--- src/rtl/display_select_ctrl.sv ---
// display_select_ctrl: debounced push-button cycling a registered 4-way display-word selector.
// Define DISPLAY_SELECT_AUTO_SCROLL_EN to add the auto_en port and timed auto-advance.
module display_select_ctrl #(
    parameter int unsigned DEBOUNCE_CYCLES = 16,
    parameter int unsigned AUTO_PERIOD     = 50000000
) (
    input  logic        clk,
    input  logic        rst_n,
    input  logic        sw_raw,
    input  logic        hold,
`ifdef DISPLAY_SELECT_AUTO_SCROLL_EN
    input  logic        auto_en,
`endif
    input  logic [31:0] src0,
    input  logic [31:0] src1,
    input  logic [31:0] src2,
    input  logic [31:0] src3,
    output logic [1:0]  state_show,
    output logic [31:0] disp_data,
    output logic        sel_changed
);

    typedef enum logic [1:0] {
        SelSrc0 = 2'b00,
        SelSrc1 = 2'b01,
        SelSrc2 = 2'b10,
        SelSrc3 = 2'b11
    } sel_e;

    localparam logic [15:0] DebLast = 16'(DEBOUNCE_CYCLES - 1);

    logic [1:0]  sync_q;
    logic        deb_lvl_q, deb_lvl_d;
    logic        deb_prev_q;
    logic [15:0] deb_cnt_q, deb_cnt_d;
    logic        man_req;
    logic        auto_req;
    logic        advance;
    sel_e        sel_q, sel_d;
    logic [31:0] src_sel;
    logic        sel_changed_q;
    logic [31:0] disp_q;

    // Count consecutive synchronized samples that disagree with the accepted level.
    always_comb begin
        deb_lvl_d = deb_lvl_q;
        deb_cnt_d = '0;
        if (sync_q[1] != deb_lvl_q) begin
            if (deb_cnt_q == DebLast) begin
                deb_lvl_d = sync_q[1];
            end else begin
                deb_cnt_d = deb_cnt_q + 16'd1;
            end
        end
    end

    assign man_req = deb_lvl_q & ~deb_prev_q;

`ifdef DISPLAY_SELECT_AUTO_SCROLL_EN
    localparam logic [31:0] AutoLast = 32'(AUTO_PERIOD - 1);

    logic [31:0] auto_cnt_q, auto_cnt_d;

    assign auto_req = auto_en & ~hold & (auto_cnt_q == AutoLast);

    always_comb begin
        auto_cnt_d = auto_cnt_q + 32'd1;
        if (!auto_en) begin
            auto_cnt_d = '0;
        end else if (hold) begin
            auto_cnt_d = auto_cnt_q;
        end else if (auto_req || man_req) begin
            auto_cnt_d = '0;
        end
    end

    always_ff @(posedge clk or negedge rst_n) begin
        if (!rst_n) begin
            auto_cnt_q <= '0;
        end else begin
            auto_cnt_q <= auto_cnt_d;
        end
    end
`else
    assign auto_req = 1'b0;
`endif

    // Coincident manual and auto requests merge into a single step.
    assign advance = (man_req | auto_req) & ~hold;

    always_comb begin
        sel_d = sel_q;
        if (advance) begin
            unique case (sel_q)
                SelSrc0: sel_d = SelSrc1;
                SelSrc1: sel_d = SelSrc2;
                SelSrc2: sel_d = SelSrc3;
                SelSrc3: sel_d = SelSrc0;
                default: sel_d = SelSrc0;
            endcase
        end
    end

    always_comb begin
        src_sel = src0;
        unique case (sel_q)
            SelSrc0: src_sel = src0;
            SelSrc1: src_sel = src1;
            SelSrc2: src_sel = src2;
            SelSrc3: src_sel = src3;
            default: src_sel = src0;
        endcase
    end

    always_ff @(posedge clk or negedge rst_n) begin
        if (!rst_n) begin
            sync_q        <= '0;
            deb_lvl_q     <= 1'b0;
            deb_prev_q    <= 1'b0;
            deb_cnt_q     <= '0;
            sel_q         <= SelSrc0;
            sel_changed_q <= 1'b0;
            disp_q        <= '0;
        end else begin
            sync_q        <= {sync_q[0], sw_raw};
            deb_lvl_q     <= deb_lvl_d;
            deb_prev_q    <= deb_lvl_q;
            deb_cnt_q     <= deb_cnt_d;
            sel_q         <= sel_d;
            sel_changed_q <= advance;
            disp_q        <= src_sel;
        end
    end

    assign state_show  = sel_q;
    assign disp_data   = disp_q;
    assign sel_changed = sel_changed_q;

endmodule

--- config.mk ---
export PLATFORM = sky130hd
export DESIGN_NAME = display_select_ctrl
export DESIGN_NICKNAME = d
export VERILOG_FILES = /design/src/rtl/display_select_ctrl.sv
export SDC_FILE = /design/constraint.sdc
export NUM_CORES = 1
export LEC_CHECK = 0
export BUFFER_PORTS_ARGS = -buffer_cell sky130_fd_sc_hd__buf_4
export CAP_MARGIN = 20
export CORE_MARGIN = 3
export CORE_UTILIZATION = 39
export CTS_BUF_LIST = sky130_fd_sc_hd__clkbuf_16
export CTS_CLUSTER_DIAMETER = 40
export DETAILED_ROUTE_END_ITERATION = 7
export PLACE_DENSITY = 0.77
export SLEW_MARGIN = 15
export SYNTH_ARGS = -nofsm -noshare
export SYNTH_HDL_FRONTEND = slang
export SYNTH_SLANG_ARGS = --single-unit
--- constraint.sdc ---
create_clock -name clk -period 1.3 [get_ports clk]
set_input_delay 0.13 -clock clk [delete_from_list [all_inputs] [get_ports clk]]
set_output_delay 0.13 -clock clk [all_outputs]
set_load 0.01 [all_outputs]
==> impl_metrics.ini <==
[worst_setup_path]
cp-end-kind = flop
cpPeakStageDelay_ps = 420
worstSetupStartpointType = flop
slowest_stage = dfrtp_2
cp_cell_sequence = inv_2, ha_4, buf_8, a222oi_1, mux2i_1
crit_family = flip-flops
cp_max_fo = 14
crit_arrival_ps = 1650
path_buf_inv = 2
reg2reg_slack_ps = -190
cp.required_ps = 1460
path_class = reg2reg

[clocking]
cts_max_level = 2
tritoncts = yes
root_buffer = clkbuf_16
clock_latency_ps = 290
cts_made_buffers = 5
clock_sinks = 55
clkTransAtPathRegs_ps = 70
cts_max_path_buffers = 2

[drt]
firstDrtPassIters = 6
drc = 0
ant_nets = 0
first_iter_violations = 245
vias = 2857
met2_length_um = 5090
highest_layer = met4
met1_length_um = 3420
wl_per_cell_um = 17.9
wl_um = 9370
dr_wl_met3_um = 723
vias_per_cell = 5.46

[global_routing]
grt_max_degree = 33
grt_pass1_wl_um = 13500
grt_overflow = 0
track_usage = 0.220
first_global_vias = 2805
antenna_found_initial = 0

[timing]
hold_slack_ps = 17.1
fin_crit_sh = 1.15
worst_slew_pin_slew_ps = 441
setup_violations = 48
worst_slack_ps = -190
final_max_slew_viol_count = 0
fin_crit_ps = 1490
fmax_mhz = 671
finalHoldViolCount = 0
slew-limit-headroom = 0.706
finalClockSkew_ps = 4.81
rsz0062_at_grt = true

[layout]
regArea_um2 = 1380
areaGrowthSynthToFinish_pct = 75.6
multi_input_area_um2 = 1220
final_nets = 582
fin_area_um2 = 4740
drive_gt1_frac = 0.543
num_antenna_cells = 0
fillers = 453

[flow_run]
cap_violations = 0

[yosys]
synthTopCellsByArea = dfrtp_1 (51%), a222oi_1 (12%), mux2i_1 (12%), inv_1 (5.1%), xnor2_1 (4.2%)
synth_seq_area_share = 0.510
synth_cells = 244
netlist_top_cells_count = dfrtp_1 (55), inv_1 (37), a222oi_1 (32), mux2i_1 (32), nor2_1 (15)
syn_nets = 381
synth_top_cell_area_share = 0.510
async_flop_share = 1.00
netlist_area_um2 = 2700
ys_warn_count = 0
synth_seq_cells = 55
yosysUniqueCellTypes = 23
avgSynthCellArea_um2 = 11.1
synth_edf_count = 0
ys.flop_type = dfrtp_1
synth_area_leader_cell = dfrtp_1
synth_most_common_cell = dfrtp_1

[placed_design]
portBuffers = 166
placed_area_um2 = 4300
hpwl_um = 6420
gp_congestion = 0.859
place_ws_ps = -201

[power]
peakVddDrop_v = 0.000645
p_total_w = 0.00404
power.density_nw_per_um2 = 853
cellLeakagePower_nw = 2.37

[floorplanning]
core_um2 = 6530
start_util = 0.413
die_area_um2 = 7950
fp.dieH_um = 89.2
pin_count = 167
die_x_um = 89.2
rows = 29

[status]
outcome = finished with violations
violations = negative setup slack

[worst_hold_path]
hold_path_class = in2reg
==> state kept, by name, indices dropped and copies added (netlist names) <==
signal	count
state_show	2
deb_lvl_q	1
sel_changed	1
deb_prev_q	1
disp_data	32
sync_q	2
deb_cnt_q	16
==> cells in the final DEF, fill, tap and decap left out <==
master,n
dfrtp_2,2
nor2_4,1
dlygate4sd3_1,2
mux2i_2,1
nand2_1,4
nor3b_2,1
buf_6,5
ha_4,2
nor2_2,3
xnor2_1,13
clkbuf_16,7
buf_12,7
nor4_2,5
mux2_4,1
inv_2,2
bufinv_16,1
nand3_1,4
clkinv_1,1
nand2_2,1
dfrtp_1,53
nor3_1,1
ha_2,2
nor4_1,1
and3_4,1
buf_4,192
nand4_1,6
a222oi_1,32
ha_1,1
nor3_4,1
nand4_2,1
clkinv_2,1
o21ai_1,2
mux2i_1,31
and3_1,1
xor2_1,2
buf_8,2
o21ai_0,1
inv_1,35
nor2_1,14
nor3_2,3
==> per-layer routing <==
metal  global-route usage  vias up
met4               0.0514        0
met5                    0        -
li1                     -     1294
met2                0.402      141
met3               0.0498       14
met1                0.262     1408
==> worst paths after layout <==
kind	startpoint	to	cells past startpoint
setup / recovery	state_show[0]$_DFFE_PN0P_	disp_data[28]$_DFF_PN0_	5
hold / removal	hold	sel_changed$_DFF_PN0_	2
setup reg to reg	state_show[0]$_DFFE_PN0P_	disp_data[28]$_DFF_PN0_	5
hold reg to reg	sync_q[0]$_DFF_PN0_	sync_q[1]$_DFF_PN0_	0
max in group asynchronous	rst_n	disp_data[2]$_DFF_PN0_	3
min in group asynchronous	rst_n	disp_data[31]$_DFF_PN0_	2
==> where the power goes <==
| part | leakage, nW | internal (W) | total (W) | switching (W) |
|---|---|---|---|---|
| Clock | 0.0812 | 0.000900 | 0.00151 | 0.000612 |
| Sequential | 0.676 | 0.00179 | 0.00182 | 0.0000274 |
| Combinational | 1.61 | 0.000450 | 0.000715 | 0.000266 |
==> layout make-up <==
type / count / share of cell area
timing repair buffer: 210 / 0.367
sequential: 55 / 0.291
multi-input combinational: 136 / 0.258
inverter: 37 / 0.0293
clock buffer: 5 / 0.0264
tap: 77 / 0.0203
clock inverter: 3 / 0.00819
==> cells by family (layout without fill, tap and decap cells) <==
| logic type | after synthesis | in the layout | share of synthesized area |
|---|---|---|---|
| flops | 55 | 55 | 0.510 |
| buf+inv | 53 | 255 | 0.0784 |
| simple gates | 48 | 48 | 0.0923 |
| compound gates | 35 | 35 | 0.124 |
| mux | 33 | 33 | 0.123 |
| xor+xnor | 15 | 15 | 0.0487 |
| fa+ha+maj | 5 | 5 | 0.0232 |
==> timing repair <==
item | CTS | global route
pin swaps | 26 | 13
buffers inserted | 9 | 1
setup endpoints to repair | 50 | 50
hold buffers | 2 | 0
cloned | 0 | 2
endpoints found under the hold margin | 32 | 0
gates resized for setup | 19 | 9
==> metrics by stage <==
stage          utilization  setup TNS (ps)  instances
2_1_floorplan            -           -5030        244
3_5_place_dp         0.658           -4590        501
3_3_place_gp         0.658           -3210        501
6_report             0.725           -5250        523
5_1_grt              0.725           -9460        523
4_1_cts              0.712           -5270        520
(Power assumes the default switching activity.)
